<file path="src/rtl/reg_file_pkg.sv">
// Shared definitions for the scoreboarded register file.
// Contents: default geometry (DATA_W/ADDR_W) and the reset data constant.
// Optional feature: REG_FILE_BYPASS_EN (write-to-read forwarding), used by
// reg_file_sb_port.
package reg_file_pkg;

  localparam int DEFAULT_DATA_W = 8;
  localparam int DEFAULT_ADDR_W = 3;

  // Single reset bit, replicated to the register width where it is used.
  localparam logic REG_RESET_VAL = 1'b0;

endpackage

</file>
<file path="src/rtl/reg_file_sb_port.sv">
// One registered read port of reg_file_sb.
// Holds the output data register and the sampled busy bit; both load only
// when read=1 and otherwise hold their last value.
// Ports:
//   clk, reset          clock, async active-low reset
//   read                load enable for this port
//   addr                register index this port reads
//   reg_data, reg_busy  current (pre-edge) contents/busy of reg[addr]
//   write, wr_addr, wr_data, reserve, res_addr
//                       same-cycle writeback/reserve, used only for forwarding
//   data, busy          registered port outputs
// Macro REG_FILE_BYPASS_EN: when defined, a same-cycle write to addr is
// forwarded to data and busy takes the post-edge scoreboard value. When
// undefined, the port returns pre-write contents and pre-edge busy.
module reg_file_sb_port
  import reg_file_pkg::*;
#(
  parameter int DATA_W = DEFAULT_DATA_W,
  parameter int ADDR_W = DEFAULT_ADDR_W
) (
  input  logic              clk,
  input  logic              reset,
  input  logic              read,
  input  logic [ADDR_W-1:0] addr,
  input  logic [DATA_W-1:0] reg_data,
  input  logic              reg_busy,
  input  logic              write,
  input  logic [ADDR_W-1:0] wr_addr,
  input  logic [DATA_W-1:0] wr_data,
  input  logic              reserve,
  input  logic [ADDR_W-1:0] res_addr,
  output logic [DATA_W-1:0] data,
  output logic              busy
);

  logic [DATA_W-1:0] next_data;
  logic              next_busy;

`ifdef REG_FILE_BYPASS_EN
  logic wr_hit;
  logic res_hit;

  always_comb begin
    wr_hit    = write && (wr_addr == addr);
    res_hit   = reserve && (res_addr == addr);
    next_data = reg_data;
    next_busy = reg_busy;
    if (wr_hit) begin
      // Writeback clears busy, but a new producer reserving the same index
      // in this cycle wins.
      next_data = wr_data;
      next_busy = res_hit;
    end
  end
`else
  // Forwarding inputs are only consumed in the bypass build.
  logic unused_fwd;
  assign unused_fwd = ^{write, wr_addr, wr_data, reserve, res_addr};

  always_comb begin
    next_data = reg_data;
    next_busy = reg_busy;
  end
`endif

  always_ff @(posedge clk or negedge reset) begin
    if (!reset) begin
      data <= {DATA_W{REG_RESET_VAL}};
      busy <= 1'b0;
    end else if (read) begin
      data <= next_data;
      busy <= next_busy;
    end
  end

endmodule

</file>
<file path="src/rtl/reg_file_sb.sv">
// Parametrised register file with a per-register scoreboard (busy bits).
// Issue stage reserves destinations (RESERVE) and reads operands (READ);
// ALU writeback writes results (WRITE), clearing the busy bit.
// Ports:
//   CLK, RESET                     clock, async active-low reset
//   WRITE, INADDRESS, IN           writeback
//   RESERVE, RESADDRESS            mark a register pending
//   READ, OUT1ADDRESS, OUT2ADDRESS read request for both ports
//   OUT1, OUT2, BUSY1, BUSY2       registered read results
//   OUT_VALID                      results were loaded by a READ last cycle
// Read protocol: READ is a one-cycle request with no backpressure; exactly
// one cycle later OUT_VALID=1 marks OUT1/OUT2/BUSY1/BUSY2 as fresh. When
// READ=0 the data outputs hold and OUT_VALID drops. A READ every cycle
// sustains OUT_VALID=1.
// Macro REG_FILE_BYPASS_EN selects same-cycle write forwarding in the ports.
module reg_file_sb
  import reg_file_pkg::*;
#(
  parameter int DATA_W = DEFAULT_DATA_W,
  parameter int ADDR_W = DEFAULT_ADDR_W
) (
  input  logic              CLK,
  input  logic              RESET,
  input  logic              WRITE,
  input  logic [ADDR_W-1:0] INADDRESS,
  input  logic [DATA_W-1:0] IN,
  input  logic              RESERVE,
  input  logic [ADDR_W-1:0] RESADDRESS,
  input  logic              READ,
  input  logic [ADDR_W-1:0] OUT1ADDRESS,
  input  logic [ADDR_W-1:0] OUT2ADDRESS,
  output logic [DATA_W-1:0] OUT1,
  output logic [DATA_W-1:0] OUT2,
  output logic              BUSY1,
  output logic              BUSY2,
  output logic              OUT_VALID
);

  localparam int DEPTH = 2 ** ADDR_W;

  logic [DATA_W-1:0] regs [DEPTH];
  logic [DEPTH-1:0]  busy;

  always_ff @(posedge CLK or negedge RESET) begin
    if (!RESET) begin
      for (int i = 0; i < DEPTH; i++) begin
        regs[i] <= {DATA_W{REG_RESET_VAL}};
      end
    end else if (WRITE) begin
      regs[INADDRESS] <= IN;
    end
  end

  // Reserve is assigned after the writeback clear so that a same-index
  // WRITE+RESERVE leaves the register pending (new producer wins).
  always_ff @(posedge CLK or negedge RESET) begin
    if (!RESET) begin
      busy <= '0;
    end else begin
      if (WRITE) begin
        busy[INADDRESS] <= 1'b0;
      end
      if (RESERVE) begin
        busy[RESADDRESS] <= 1'b1;
      end
    end
  end

  always_ff @(posedge CLK or negedge RESET) begin
    if (!RESET) begin
      OUT_VALID <= 1'b0;
    end else begin
      OUT_VALID <= READ;
    end
  end

  reg_file_sb_port #(.DATA_W(DATA_W), .ADDR_W(ADDR_W)) u_port1 (
    .clk      (CLK),
    .reset    (RESET),
    .read     (READ),
    .addr     (OUT1ADDRESS),
    .reg_data (regs[OUT1ADDRESS]),
    .reg_busy (busy[OUT1ADDRESS]),
    .write    (WRITE),
    .wr_addr  (INADDRESS),
    .wr_data  (IN),
    .reserve  (RESERVE),
    .res_addr (RESADDRESS),
    .data     (OUT1),
    .busy     (BUSY1)
  );

  reg_file_sb_port #(.DATA_W(DATA_W), .ADDR_W(ADDR_W)) u_port2 (
    .clk      (CLK),
    .reset    (RESET),
    .read     (READ),
    .addr     (OUT2ADDRESS),
    .reg_data (regs[OUT2ADDRESS]),
    .reg_busy (busy[OUT2ADDRESS]),
    .write    (WRITE),
    .wr_addr  (INADDRESS),
    .wr_data  (IN),
    .reserve  (RESERVE),
    .res_addr (RESADDRESS),
    .data     (OUT2),
    .busy     (BUSY2)
  );

endmodule

</file>
<file path="config.mk">
export PLATFORM = sky130hd
export DESIGN_NAME = reg_file_sb
export DESIGN_NICKNAME = d
export VERILOG_FILES = /design/src/rtl/reg_file_pkg.sv /design/src/rtl/reg_file_sb_port.sv /design/src/rtl/reg_file_sb.sv
export SDC_FILE = /design/constraint.sdc
export NUM_CORES = 1
export LEC_CHECK = 0
export BUFFER_PORTS_ARGS = -buffer_cell sky130_fd_sc_hd__buf_2
export CAP_MARGIN = 0
export CORE_ASPECT_RATIO = 1.5
export CORE_UTILIZATION = 59
export DETAILED_ROUTE_END_ITERATION = 10
export GPL_TIMING_DRIVEN = 1
export PLACE_DENSITY = 0.77
export SLEW_MARGIN = 20
export SYNTH_ARGS = -nofsm -noshare
export SYNTH_HDL_FRONTEND = slang
export SYNTH_SLANG_ARGS = --single-unit
</file>
<file path="constraint.sdc">
create_clock -name CLK -period 1.34 [get_ports CLK]
set_clock_uncertainty 0.2 [all_clocks]
set_input_delay 0.268 -clock CLK [delete_from_list [all_inputs] [get_ports CLK]]
set_output_delay 0.268 -clock CLK [all_outputs]
set_load 0.005 [all_outputs]
</file>
==> results.md <==
* Synth area leader: sky130_fd_sc_hd__dfrtp_1
* Worst min-delay path category: input port to register
* Maximum fanout encountered on the critical timing path at 2
* Maximum number of pins on one net before global-route repair at 47
* Clock buffer count from CTS at 9
* Post-synth EDFFs at 0
* Wire length after detailed routing at 12600 um
* Final weighted congestion in routability-driven placement at ~0.87
* Detailed-placement wirelength estimate at 8520 um
* Width of the die at 75.2 um
* Longest individual stage delay on the worst path at 0.42 ns
* Highest clock frequency the design can meet at around 730 MHz
* Worst relative slew slack at 76.1%
* Number of distinct library cell variants in the gate-level netlist after synthesis at 26
* Number of pins exceeding their max-slew limit in the final report at 0
* Final period utilization at 102%
* IO buf count at 43
* Insertion delay to the later sink of the worst-skew pair at 0.35 ns
* Cell area after placement at about 5500 um2
* Syn_nets at 404
* Most instantiated library cell after synthesis: sky130_fd_sc_hd__dfrtp_1
* Final setup margin at -0.0266 ns
* Critical-path cell with the highest stage delay: sky130_fd_sc_hd__dfrtp_1
* Deepest clock path buffer count at 2
* Total number of vias at 3562
* Outcome: finished, violations left
* Violated checks: negative setup slack
* Number of inserted diodes at 0
* CTS root buf: sky130_fd_sc_hd__clkbuf_16
* Total power density per cell area at 1400 nW/um2
* Effective utilization at floorplan at 61.6%
* Post-synthesis sequential area ratio at 48.0%
* Reg-to-reg startpoint: regs[28]
* Average instance area after synthesis at roughly 13 um2
* IO Pins at 44
* Ys async rst share at 100%
* Leak Pwr at between 2 and 3 nW
* Measured slew at the worst slew-check pin at 0.358 ns
* H-Tree Depth at 3
* Type of the setup path with the least slack: register to primary output
* Leading cell types by count after synthesis: sky130_fd_sc_hd__dfrtp_1, sky130_fd_sc_hd__mux2_2, sky130_fd_sc_hd__mux2i_1
* Violation count after the first detailed-route iteration at about 320
* Critical path launch point type: register
* Reg clk slew, reported paths at 0.07 ns
* Max-cap violation count at 0
* Endpoint required time on the critical path at a little under 0.9 ns
* Critical register-to-register path endpoint: u_port1.data[4]
* RSZ-0062 raised after global routing: true
* Num rows at 39
* Top FF cell, synth: sky130_fd_sc_hd__dfrtp_1
* CP Capture Type: primary output
* Global route overflow at 0
* Die height at 112 um
* Area of the die at 8420 um2
* Top post-synthesis cells by area: sky130_fd_sc_hd__dfrtp_1, sky130_fd_sc_hd__mux2_2, sky130_fd_sc_hd__mux2i_1
* Top delay family on crit path: flip-flops
* Global-route wire length before repair at 19300 um
* End of the worst hold path: regs[55]
* Sum of negative setup slack at -0.0485 ns
* Overall Global Routing Usage at 32.3%
* Fraction of final layout cells sized beyond drive strength 1 at 38.4%
* Number of iterations in the first detailed-routing pass at 5
* Data arrival time at the worst-slack endpoint at ~0.9 ns
* Via count of the first global-routing pass at between 3000 and 4000
* Vias per inst at between 6 and 7
* Hold path start: IN[7]
* Time the worst path needs with I/O delays and setup at 1.37 ns
* Hold-critical path depth at 2
* Fraction of synthesized cell area taken by the top area cell type at 48.0%
* Synth Cell Area at between 4000 and 5000 um2
* Area Growth Syn to Fin at 22.7%
* Initial antenna violation count at 0
* Max rail drop VDD at 1.15 mV
* Ys Warns at 0
* Register-to-Register Setup Slack at -0.01 ns
* Floorplan Core Area at 7710 um2
* Cell-by-cell trace of the critical path: buf_2
* WL/cell at 22.3 um
* Total DRC errors in the routed layout at 0
* Worst Path Buf+Inv at 1
* Fin area at 5820 um2
* Sink Count at 91
* Final setup violation count at 3
* Antenna viol nets, final at 0
* Flip-flop and latch count after synthesis at slightly above 90
* Depth of the most critical reg-to-reg path at 3
* CTS tree: built
* Cells after Synth at between 300 and 400
* Final-report hold violation count at 0
* Final net count at 481
-- kinds of logic (layout without fill, tap and decap cells) --
| group | Yosys count | count (layout) | synth area share [%] |
|---|---|---|---|
| mux | 118 | 118 | 26.6 |
| flops | 91 | 91 | 48.0 |
| simple gates | 79 | 79 | 11.0 |
| compound gates | 62 | 62 | 11.0 |
| buf+inv | 29 | 111 | 3.45 |
-- power by group --
group / internal [W] / switching (W)
Clock: 0.00154 / 0.00104
Combinational: 0.00103 / 0.000784
Sequential: 0.00332 / 0.000439
Total: 0.00589 / 0.00226
-- worst max path at each step --
stage,cells past startpoint,slack [ns],endpoint,from
floorplan,4,-0.24,regs[40],INADDRESS[0]
global placement,5,-0.23,regs[26],INADDRESS[0]
detailed placement,5,-0.28,regs[46],INADDRESS[0]
CTS,3,-0.009,u_port1.data[4],regs[28]
global route,1,-0.04,OUT1[7],u_port1.data[7]
finish,1,-0.03,OUT2[1],u_port2.data[1]
-- routing by layer --
metal | vias up | wire [um] | GRT usage (%) | part of all wire [%]
met5 | - | 0 | 0 | 0
met4 | 0 | 426 | 16.2 | 3.4
met3 | 34 | 762 | 5.25 | 6.1
met2 | 167 | 6280 | 49.1 | 50
met1 | 1790 | 5110 | 44.3 | 41
li1 | 1571 | - | - | -
-- registers in the layout (all words and copies together) (netlist names) --
name	flops
OUT_VALID	1
u_port2.data	8
u_port2.busy	1
busy	8
regs	64
u_port1.busy	1
u_port1.data	8
-- final cells by class --
class	instances	area [um2]
Clock buffer	12	256
Sequential cell	91	2280
Multi-Input combinational cell	259	2350
Inverter	4	15.0
Tap cell	102	128
Timing Repair Buffer	91	748
Fill cell	529	1890
Clock inverter	4	48.8
-- per-stage QoR --
step	total power [W]	instances	setup slack, ns	hold WS (ns)	utilization (%)
2_1_floorplan	0.00488	379	-0.243	-0.228	-
3_3_place_gp	0.00541	541	-0.229	-0.0514	70.8
3_5_place_dp	0.00552	541	-0.284	-0.0455	70.8
4_1_cts	0.00811	560	-0.00913	0.0527	75.1
5_1_grt	0.00850	563	-0.0395	0.0666	75.5
6_report	0.00815	563	-0.0266	0.0605	75.5
-- placed cells by master (no fill, tap or decap), drive strengths merged, types with 3 or more instances in the layout --
cell	count
inv	4
buf	88
nand2b	6
nand2	7
mux2i	54
dlygate4sd3	3
o21ai	4
dfrtp	91
a211o	18
a41o	18
nand3	18
mux2	64
a22oi	18
nand4b	3
nor2b	38
clkinv	3
clkbuf	12
-- what timing repair did --
| action | 4_1_cts | 5_1_grt |
|---|---|---|
| resized for setup | 0 | 2 |
| hold buffers | 3 | 0 |
| pin swaps | 0 | 6 |
| hold endpoints to repair | 93 | 0 |
| buffers inserted | 0 | 3 |
| setup endpoints to repair | 2 | 17 |
No activity file was read; power rests on OpenSTA's default activity.
